`config.mk`:
```
export PLATFORM = sky130hd
export DESIGN_NAME = l1_line_fill_ctrl
export DESIGN_NICKNAME = d
export VERILOG_FILES = /design/src/rtl/l1_line_fill_ctrl.sv
export SDC_FILE = /design/constraint.sdc
export NUM_CORES = 1
export LEC_CHECK = 0
export CAP_MARGIN = 20
export CORE_AREA = 10 10 155 157
export CTS_BUF_LIST = sky130_fd_sc_hd__clkbuf_2
export DETAILED_ROUTE_END_ITERATION = 8
export DIE_AREA = 0 0 165 167
export GPL_ROUTABILITY_DRIVEN = 0
export PLACE_DENSITY_LB_ADDON = 0.15
export SLEW_MARGIN = 25
export SYNTH_ARGS = -nofsm -noshare
export SYNTH_HDL_FRONTEND = slang
export SYNTH_SLANG_ARGS = --single-unit
export TNS_END_PERCENT = 5
```
`constraint.sdc`:
```
create_clock -name clk -period 3.4 [get_ports clk]
set_clock_uncertainty 0.05 [all_clocks]
set_input_delay 0.68 -clock clk [delete_from_list [all_inputs] [get_ports clk]]
set_output_delay 0.68 -clock clk [all_outputs]
set_load 0.05 [all_outputs]
```
`src/rtl/l1_line_fill_ctrl.sv`:
```
// Bus-side L1 controller: runs line fills, single uncached reads and
// write-throughs as req/ack system-bus transactions.
`timescale 1ns/1ps
module l1_line_fill_ctrl #(
    parameter int unsigned LINE_BYTES = 2048,
    parameter int unsigned OFF_W      = 11,
    parameter int unsigned BEAT_BYTES = 8,
    parameter int unsigned TIMEOUT    = 255
) (
    input  logic             clk,
    input  logic             rst,
    input  logic             read_line_req,
    input  logic             read_req,
    input  logic             write_through_req,
    input  logic [3:0]       L1_size,
    input  logic [63:0]      pa,
    input  logic [63:0]      wt_data,
    output logic [63:0]      line_data,
    output logic [OFF_W-1:0] addr_count,
    output logic             line_write,
    output logic             cache_entry_write,
    output logic             trans_rdy,
    output logic             bus_error,
    output logic             bus_req,
    output logic             bus_we,
    output logic [63:0]      bus_addr,
    output logic [3:0]       bus_size,
    output logic [63:0]      bus_wdata,
    input  logic [63:0]      bus_rdata,
    input  logic             bus_ack,
    input  logic             bus_err
);
    localparam int unsigned BEAT_SH   = $clog2(BEAT_BYTES);
    localparam int unsigned BEAT_W    = OFF_W - BEAT_SH;
    localparam int unsigned NUM_BEATS = LINE_BYTES / BEAT_BYTES;
    localparam int unsigned TO_W      = (TIMEOUT > 0) ? $clog2(TIMEOUT + 1) : 1;

    typedef enum logic [2:0] {
        IDLE, LINE, SINGLE_RD, SINGLE_WR, DONE, FAULT
    } state_t;

    state_t            state_q, state_d;
    logic [BEAT_W-1:0] beat_q, beat_d;
    logic [TO_W-1:0]   to_cnt_q, to_cnt_d;
    logic [63:0]       line_data_q, line_data_d;
    logic [OFF_W-1:0]  addr_count_q, addr_count_d;
    logic              line_write_q, line_write_d;
    logic              cache_entry_write_q, cache_entry_write_d;
    logic              trans_rdy_q, trans_rdy_d;
    logic              bus_error_q, bus_error_d;

    logic busy;
    logic timed_out;
    logic beat_fail;
    logic beat_ok;
    logic last_beat;

    assign busy      = (state_q == LINE) || (state_q == SINGLE_RD) || (state_q == SINGLE_WR);
    assign timed_out = (TIMEOUT != 0) && (to_cnt_q == TO_W'(TIMEOUT));
    // bus_err (and timeout) win over a simultaneous ack
    assign beat_fail = busy && (bus_err || timed_out);
    assign beat_ok   = busy && bus_ack && !beat_fail;
    assign last_beat = (beat_q == BEAT_W'(NUM_BEATS - 1));

    always_ff @(posedge clk) begin
        if (rst) begin
            state_q             <= IDLE;
            beat_q              <= '0;
            to_cnt_q            <= '0;
            line_data_q         <= '0;
            addr_count_q        <= '0;
            line_write_q        <= 1'b0;
            cache_entry_write_q <= 1'b0;
            trans_rdy_q         <= 1'b0;
            bus_error_q         <= 1'b0;
        end else begin
            state_q             <= state_d;
            beat_q              <= beat_d;
            to_cnt_q            <= to_cnt_d;
            line_data_q         <= line_data_d;
            addr_count_q        <= addr_count_d;
            line_write_q        <= line_write_d;
            cache_entry_write_q <= cache_entry_write_d;
            trans_rdy_q         <= trans_rdy_d;
            bus_error_q         <= bus_error_d;
        end
    end

    always_comb begin
        state_d             = state_q;
        beat_d              = beat_q;
        to_cnt_d            = '0;
        line_data_d         = line_data_q;
        addr_count_d        = addr_count_q;
        line_write_d        = 1'b0;
        cache_entry_write_d = 1'b0;
        trans_rdy_d         = 1'b0;
        bus_error_d         = 1'b0;

        if (busy && !beat_ok) begin
            to_cnt_d = (to_cnt_q == '1) ? to_cnt_q : to_cnt_q + 1'b1;
        end

        unique case (state_q)
            IDLE: begin
                beat_d = '0;
                if (read_line_req) begin
                    state_d = LINE;
                end else if (read_req) begin
                    state_d = SINGLE_RD;
                end else if (write_through_req) begin
                    state_d = SINGLE_WR;
                end
            end
            LINE: begin
                if (beat_fail) begin
                    state_d     = FAULT;
                    bus_error_d = 1'b1;
                end else if (beat_ok) begin
                    line_data_d  = bus_rdata;
                    addr_count_d = {beat_q, {BEAT_SH{1'b0}}};
                    line_write_d = 1'b1;
                    beat_d       = beat_q + 1'b1;
                    if (last_beat) begin
                        state_d             = DONE;
                        trans_rdy_d         = 1'b1;
                        cache_entry_write_d = 1'b1;
                    end
                end
            end
            SINGLE_RD: begin
                if (beat_fail) begin
                    state_d     = FAULT;
                    bus_error_d = 1'b1;
                end else if (beat_ok) begin
                    state_d     = DONE;
                    line_data_d = bus_rdata;
                    trans_rdy_d = 1'b1;
                end
            end
            SINGLE_WR: begin
                if (beat_fail) begin
                    state_d     = FAULT;
                    bus_error_d = 1'b1;
                end else if (beat_ok) begin
                    state_d     = DONE;
                    trans_rdy_d = 1'b1;
                end
            end
            DONE, FAULT: state_d = IDLE;
            default:     state_d = IDLE;
        endcase
    end

    assign bus_req   = busy;
    assign bus_we    = (state_q == SINGLE_WR);
    assign bus_addr  = (state_q == LINE) ? {pa[63:OFF_W], beat_q, {BEAT_SH{1'b0}}} :
                       busy              ? pa : '0;
    assign bus_size  = (state_q == LINE) ? 4'b1000 : busy ? L1_size : '0;
    assign bus_wdata = (state_q == SINGLE_WR) ? wt_data : '0;

    assign line_data         = line_data_q;
    assign addr_count        = addr_count_q;
    assign line_write        = line_write_q;
    assign cache_entry_write = cache_entry_write_q;
    assign trans_rdy         = trans_rdy_q;
    assign bus_error         = bus_error_q;
endmodule

```
==> Word-level counts from Yosys, hierarchy flattened <==
Cells that the tools add are included.
{ "word_totals": {"inputBits": 203, "out_inout_bits": 213, "reg_bits": 95} }
{ "op_classes": {"add_sub_neg": 2, "muxes": 24, "n_eq_ne": 11, "n_reduce_logical": 21, "bitwise": 4} }
{ "ops": {"columns": ["op", "count"], "rows": [
  ["$mux W64", 3],
  ["$mux W3", 8],
  ["$add A8 B1 Y8 const B", 2],
  ["$eq A8 B8 Y1 const B", 2],
  ["$mux W8", 2],
  ["$pmux W8 S2", 1],
  ["$reduce_or A2 Y1", 5],
  ["$pmux W3 S3", 1],
  ["$reduce_and A3 Y1", 3],
  ["$mux W4", 2],
  ["$eq A3 B2 Y1 const B", 2],
  ["$mux W1", 6],
  ["$ne A3 B3 Y1 const B", 2],
  ["$logic_and A1 B1 Y1", 4],
  ["$ne A2 B2 Y1 const B", 2],
  ["$ne A4 B4 Y1 const B", 1],
  ["$not A1 Y1", 4],
  ["$reduce_and A4 Y1", 1],
  ["$eq A3 B1 Y1 const B", 1],
  ["$logic_not A3 Y1", 1],
  ["$logic_or A1 B1 Y1", 3],
  ["$ne A3 B1 Y1 const B", 1],
  ["$reduce_or A3 Y1", 1],
  ["$logic_not A1 Y1", 2],
  ["other kinds (2)", 2]
]} }

==> Depth between registers and ports, before layout <==
Gate-level depths: netlist of the first run.
{ "logic_depth": {"word_depth": 10, "mapped_depth": 8, "depth_no_buf": 5} }

==> Least setup slack after synthesis of the first run <==
No wires, ideal clock.
{ "synth_timing": {"kind": "flip-flop to output port", "from": "register state_q[2]", "to": "output bus_addr[10]", "path_stages_with_launch": 5, "n_path_buf": 2, "setup_slack_ps": 651, "t_arrival_ps": 2019, "path_cell_list": "dfxtp_1 buf_6 or3b_1 buf_2 o21ai_0"} }
{ "synth_via": {"elab_chain_len": 5, "word_cells_on_any_way": 7} }
{ "synth_rtl": {"columns": ["item", "line", "text"], "rows": [
  ["start: declaration", "42", "state_t state_q, state_d;"],
  ["start signal: assignment", "77", "state_q <= state_d;"],
  ["$eq A3 B1 Y1 or $eq A3 B2 Y1 (tied branches)", "58, 157", null],
  ["$logic_or A1 B1 Y1 (2 in series)", "58", "assign busy = (state_q == LINE) || (state_q == SINGLE_RD) || (state_q == SINGLE_WR);"],
  ["$mux W64", "158", "busy ? pa : '0;"],
  ["$mux W64 *", "157", "assign bus_addr = (state_q == LINE) ? {pa[63:OFF_W], beat_q, {BEAT_SH{1'b0}}} :"],
  ["end: declaration", "26", "output logic [63:0] bus_addr,"]
]} }
Mark *: on every way between the ends. The rest lies on a longest branch, timed or not.

==> Worst setup path in the final report of the first run <==
{ "layout_timing": {"from": "register state_q[1]", "to": "output bus_wdata[12]"} }
{ "layout_via": {"elab_chain_len": 2} }
{ "layout_rtl": {"columns": ["item", "line", "text"], "rows": [
  ["$eq A3 B2 Y1", "160", "assign bus_wdata = (state_q == SINGLE_WR) ? wt_data : '0;"],
  ["$mux W64", "160", null],
  ["end: declaration", "28", "output logic [63:0] bus_wdata,"]
]} }
No other way between the ends.

==> flow_summary.toml, run 1 <==
[status]
status = "finished, final reports clean"

[floorplanning]
num_rows = 53
die-width_um = 165
initial_core_util = 0.220
fp.dieH_um = 167
design.core.area_um2 = 20800
design.die.area_um2 = 27600
io_pins = 416

[job]
max_cap_viol_count = 0

[synthesis]
synth.distinct_cells = 43
ys_warn_count = 0
synth_async_sr_flop_share = 0
synth.cell_area_um2 = 4590
syn-mean-instance-area_um2 = 7.45
netlist_instances = 616
synth_seq_area_share = 0.415
ys.flop_type = "dfxtp_1"
synth-edff-count = 0
synth-seq-cells = 95

[grt]
grt_usage = 0.172
grt_start_max_net_pins = 88
first_global_vias = 5642
grt_first_pass_wirelength_um = 36300
globalRoute.totalOverflow = 0
initial_antenna_violation_count = 3

[routing]
via_per_inst = 4.42
detail_route.wirelength_um = 25300
drt_iter0_markers = 268
detail_route.drc_violations = 0
detail_route.first_pass.iterations = 4
ant_nets = 0
route.vias.total = 5638
routedWlPerCell_um = 19.9

[sta]
min_period_ns = 3.13
report.final.slew_viol_count = 0
setup_viol = 0
number_of_failing_hold_endpoints_at_the_final_stage = 0
sum_of_negative_setup_slack_ns = 0
timing.fmax_mhz = 320
rsz0062_at_grt = "false"
relSlewSlack = 0.585
period_utilisation_layout = 0.920
worst-slew-pin-transition_ns = 0.622
holdWs_ns = 0.331

[clock_tree]
clock_tree_from_tritoncts = "yes"
tritoncts_num_sinks = 95
clk_path_buf_depth = 2
clk_latency_ns = 0.61
cts_buffers = 9
cts_root_buf = "clkbuf_2"
clk_transition_reported_paths_ns = 0.34
cts.htree.levels = 3
post_cts.repair.setup_buffers = 0
cts_hold_buf = 0

[worst_setup_path]
critPathArrivalTime_ns = 2.40
maximum_single_stage_delay_on_the_critical_path_ns = 0.53
critical_path.startpoint_type = "register"
worst_ep_required_time_ns = 2.67
cp_top_family = "buffers and inverters"
critical_path_buf_inv_count = 2
critPathCaptureType = "output port"
cp_cell_sequence = "nor2b_4 > buf_4 > and3_1 > dlygate4sd2_1"
cpMaxStageDelayCell = "dlygate4sd2_1"
timing.critical_path.fanout_max = 42
setup.worst_path.class = "reg -> out"

[power]
vdd_drop_max_mv = 0.233
p_leak_nw = 3.96
power_per_cell_area_nw_per_um2 = 445

[finish]
design.final.nets = 1198
area_growth_syn_to_layout_pct = 109
post_route_cells_drive_above_1_share = 0.0992

[placed_design]
port_buffers = 412
total_half_perimeter_wirelength_after_legalization_and_detailed_placement_um = 20500

[min_path]
holdCritPathClass = "in -> reg"
-- power by group --
| part | internal, mW | switching (mW) | leakage [nW] | total, mW |
|---|---|---|---|---|
| clock | 0.131 | 0.474 | 0.0769 | 0.605 |
| sequential | 1.18 | 0.0446 | 0.769 | 1.23 |
| combinational | 1.02 | 1.42 | 3.11 | 2.44 |
-- sequential cells by signal, indices dropped and copies added (netlist names) --
signal             flops
trans_rdy              1
addr_count             8
bus_error              1
line_write             1
cache_entry_write      1
beat_q                 8
state_q                3
to_cnt_q               8
line_data             64
-- cell usage after synthesis, types with 2 or more instances --
| library cell | instances | area (um2) |
|---|---|---|
| nor4_1 | 2 | 12.5 |
| ha_1 | 2 | 25.0 |
| o31a_1 | 2 | 17.5 |
| a21o_1 | 2 | 15.0 |
| a311oi_1 | 2 | 17.5 |
| nor2_1 | 13 | 48.8 |
| nand2b_1 | 3 | 18.8 |
| inv_1 | 2 | 7.51 |
| a22o_1 | 6 | 52.6 |
| o21ai_0 | 7 | 35.0 |
| xnor2_1 | 5 | 43.8 |
| buf_6 | 2 | 22.5 |
| and2_1 | 60 | 375 |
| and3_1 | 67 | 419 |
| a21oi_1 | 88 | 440 |
| dfxtp_1 | 95 | 1900 |
| buf_4 | 3 | 22.5 |
| mux2i_1 | 3 | 30.0 |
| nand3_1 | 10 | 50.1 |
| nand2_1 | 159 | 597 |
| nor3_1 | 8 | 40.0 |
| clkbuf_1 | 46 | 173 |
| a211oi_1 | 3 | 22.5 |
| buf_2 | 7 | 35.0 |
-- layout make-up --
| class | count | area, um2 |
|---|---|---|
| clock buffers | 9 | 45.0 |
| repair buffers | 423 | 4770 |
| well taps | 275 | 344 |
| flip-flops and latches | 95 | 1900 |
| inverters | 2 | 7.51 |
| multi-input cells | 462 | 2440 |
| clock inverters | 7 | 81.3 |
| diodes | 2 | 5.00 |
| fillers | 2079 | 11200 |
-- cell usage in the layout, fill, tap and decap left out, types with 2 or more instances in the layout --
cell and instances:
a211oi_1 3, a21o_1 2, a21oi_1 88, a22o_1 6, a311oi_1 2, and2_1 60
and3_1 67, buf_12 64, buf_4 11, clkbuf_2 9, clkdlybuf4s15_1 13, clkdlybuf4s50_1 277
clkinv_8 2, conb_1 3, dfxtp_1 93, dfxtp_2 2, diode_2 2, dlygate4sd2_1 57
ha_1 2, inv_1 2, inv_6 3, inv_8 2, mux2i_1 3, nand2_1 159
nand2b_1 3, nand3_1 10, nor2_1 13, nor3_1 8, nor4_1 2, o21ai_0 7
o31a_1 2, xnor2_1 5
-- worst register-to-register path, stage by stage, from the launching register on --
cell and delay (ns):
dfxtp_2 0.41, buf_12 0.24, or3b_1 0.56, a211o_1 0.54, o31a_1 0.39, a311oi_2 0.22
-- worst paths after layout --
check,from,end,slack (ns),depth (start not counted)
worst min register to register,line_data[45],line_data[45],0.42,2
worst min-delay path,rst,trans_rdy,0.33,4
worst max register to register,state_q[0],beat_q[7],0.95,5
worst max-delay path,state_q[1],bus_wdata[12],0.27,4
-- metal layers --
layer | GRT usage | routed length (um) | part of all wire | vias to the layer above
li1 | - | - | - | 2803
met1 | 0.166 | 8840 | 0.35 | 2564
met2 | 0.305 | 12700 | 0.50 | 263
met3 | 0.104 | 3630 | 0.14 | 8
met4 | 0.0324 | 179 | 0.0071 | 0
met5 | 0 | 0 | 0 | -
-- kinds of logic after synthesis --
| group | after synthesis | share of synthesized area |
|---|---|---|
| buffers and inverters | 61 | 0.0575 |
| XOR/XNOR | 5 | 0.00954 |
| multiplexers | 3 | 0.00655 |
| flip-flops | 95 | 0.415 |
| adder cells (fa/ha/maj) | 2 | 0.00545 |
| AO/OA/AOI/OAI | 120 | 0.154 |
| AND/OR/NAND/NOR | 329 | 0.352 |
| other | 1 | 0.000817 |
-- through the flow --
stage	cell area, um2	setup WS [ns]	util	power (mW)	std cells
6_report	9600	0.272	0.461	4.28	1275
3_5_place_dp	9540	0.525	0.458	3.73	1257
2_1_floorplan	4600	0.651	-	2.51	618
3_3_place_gp	9540	0.517	0.458	3.73	1257
5_1_grt	9600	0.0198	0.461	4.50	1275
4_1_cts	9580	0.0512	0.460	4.34	1273
-- what timing repair did --
action                     4_1_cts  5_1_grt
resized for setup               71       14
gates cloned                     0        0
setup endpoints to repair      123       42
(Power assumes the default switching activity.)
==> run 2, diff against run 1 <==
CORE_AREA = 10 10 152 154   (was 10 10 155 157)
DIE_AREA = 0 0 162 164   (was 0 0 165 167)
RECOVER_POWER = 100   (was unset)
==> run 2 against run 1 <==
Worst setup slack got worse by 0.0048 ns. Combinational power down 5%. Power shrank 2.8%. Largest cell class unchanged. Non-clock buffer count did not move.
==> flow_summary.toml, run 2 (synthesis gave the netlist of run 1 again) <==
[worst_setup_path]
critical_path.startpoint_type = "register"
critPathCaptureType = "output port"
worstReg2RegEnd = "line_data[56]"
worst_r2r_start = "to_cnt_q[0]"
critical_path_buf_inv_count = 2
worst_ep_required_time_ns = 2.67
cp_top_family = "buffers and inverters"
critPathArrivalTime_ns = 2.40
maximum_single_stage_delay_on_the_critical_path_ns = 0.56
timing.critical_path.fanout_max = 80
ff2ff_path_depth = 6
r2r_setup_slack_ns = 0.62
cpMaxStageDelayCell = "dfxtp_1"
cp_cell_sequence = "nor2b_4 > buf_12 > and3_1 > dlygate4sd2_1"
setup.worst_path.class = "reg -> out"

[sta]
worst-slew-pin-transition_ns = 1.41
rsz0062_at_grt = "false"
report.final.slew_viol_count = 0
number_of_failing_hold_endpoints_at_the_final_stage = 0
timing.fmax_mhz = 319
setup_viol = 0
period_utilisation_layout = 0.921
relSlewSlack = 0.0593
min_period_ns = 3.13

[grt]
grt_start_max_net_pins = 81
first_global_vias = 5574
grtUsageMet1 = 0.181
gr-usage-met3 = 0.0876
globalRoute.totalOverflow = 0
global_route.usage.met2 = 0.318
initial_antenna_violation_count = 2
global_route.peak_usage_layer = "met2"
grt_usage = 0.176
grt_first_pass_wirelength_um = 36000

[routing]
drt_iter0_markers = 457
via_per_inst = 4.40
detail_route.drc_violations = 0
detail_route.wirelength_um = 24800
detail_route.first_pass.iterations = 4
routedWlPerCell_um = 19.5
route.vias.total = 5593
ant_nets = 0

[power]
vdd_drop_max_mv = 0.294
comb_power_frac = 0.561
p_int_mw = 2.30
power_frac_seq = 0.299
totalPowerFinal_mw = 4.16
power_per_cell_area_nw_per_um2 = 452
power.switching_mw = 1.86
swShare = 0.447
clock_power_share = 0.140
p_leak_nw = 3.82

[clock_tree]
cts_buffers = 9
tritoncts_num_sinks = 95
clk_latency_ns = 0.56
cts.htree.levels = 3
post_cts.repair.setup_buffers = 0
clk_transition_reported_paths_ns = 0.25
cts_hold_buf = 0
cts_root_buf = "clkbuf_2"
clock_tree_from_tritoncts = "yes"
clk_path_buf_depth = 2

[floorplanning]
io_pins = 416
initial_core_util = 0.229
design.die.area_um2 = 26600
die-width_um = 162
design.core.area_um2 = 20000
num_rows = 52
fp.dieH_um = 164

[placed_design]
port_buffers = 412
place_area_um2 = 9400
total_half_perimeter_wirelength_after_legalization_and_detailed_placement_um = 20200

[finish]
design.final.nets = 1198
leading_cell_types_in_the_layout_fill_and_taps_excluded = "clkdlybuf4s50_1 (201), nand2_1 (159), dfxtp_1 (94), a21oi_1 (88), dlygate4sd3_1 (76)"
largest_register_ff_count = 64
stdcell_area_um2 = 9190
layout_commonest_cell = "clkdlybuf4s50_1"
final.fill_count = 2117
post_route_cells_drive_above_1_share = 0.0922
area_growth_syn_to_layout_pct = 100

[min_path]
hold_end = "line_data[53]"
worstHoldStart = "line_data[53]"
holdCritPathClass = "reg -> reg"
depth_of_the_worst_hold_timing_path = 2

[status]
status = "finished, final reports clean"

[job]
max_cap_viol_count = 0
## run 2: final cells by class
cell class	count	area, um2	area share
Tap cell	270	338	0.0368
Timing Repair Buffer	423	4370	0.476
Clock buffer	10	50.0	0.00545
Antenna cell	2	5.00	0.000545
Inverter	2	7.51	0.000817
Sequential cell	95	1910	0.207
Clock inverter	6	68.8	0.00749
Multi-Input combinational cell	462	2440	0.266
## run 2: timing repair
action | 4_1_cts | 5_1_grt
pin swaps | 0 | 0
endpoints found under the setup margin | 17 | 62
resized for setup | 15 | 11
## run 2: worst max-delay path by stage
stage / cells past startpoint / slack [ns] / from / to
global placement: 3 / 0.57 / wt_data[63] / bus_wdata[63]
global route: 3 / 0.07 / state_q[0] / bus_addr[10]
CTS: 5 / -0.04 / state_q[0] / bus_addr[12]
detailed placement: 3 / 0.56 / wt_data[63] / bus_wdata[63]
floorplan: 4 / 0.65 / state_q[2] / bus_addr[10]
finish: 4 / 0.27 / state_q[1] / bus_wdata[63]
## run 2: worst register-to-register path: stages (launching register included)
cell      delay, ns
dfxtp_1        0.40
ha_1           0.25
and4_1         0.35
a2111o_2       0.50
clkbuf_2       0.74
nand2_1        0.32
a21oi_1        0.09
## run 2: power by group through the flow
stage	logic [mW]	registers, mW	clock network, mW
final	2.33	1.24	0.584
after global routing	2.47	1.26	0.661
after CTS	2.45	1.24	0.627
after detailed placement	2.45	1.26	0
after global placement	2.45	1.26	0
after floorplan	1.10	1.41	0
## run 2: per-stage QoR
step	instances	setup WS (ns)	TNS (ns)	utilization	hold WS [ns]
3_5_place_dp	1252	0.565	0	0.469	0.396
5_1_grt	1269	0.0670	0	0.458	0.434
6_report	1270	0.267	0	0.458	0.415
2_1_floorplan	618	0.651	0	-	0.408
4_1_cts	1268	-0.0354	-0.0535	0.474	0.423
3_3_place_gp	1252	0.567	0	0.469	0.391
## run 2: routing by layer
metal / up-vias / share of wire
met2: 256 / 0.51
met1: 2504 / 0.36
met5: - / 0.00052
met3: 15 / 0.12
li1: 2816 / -
met4: 2 / 0.0080
==> run 3, diff against run 2 <==
SLEW_MARGIN = unset   (was 25)
==> results of run 3 <==
Same layout as run 2: the final DEF is identical, and so are final timing and power.
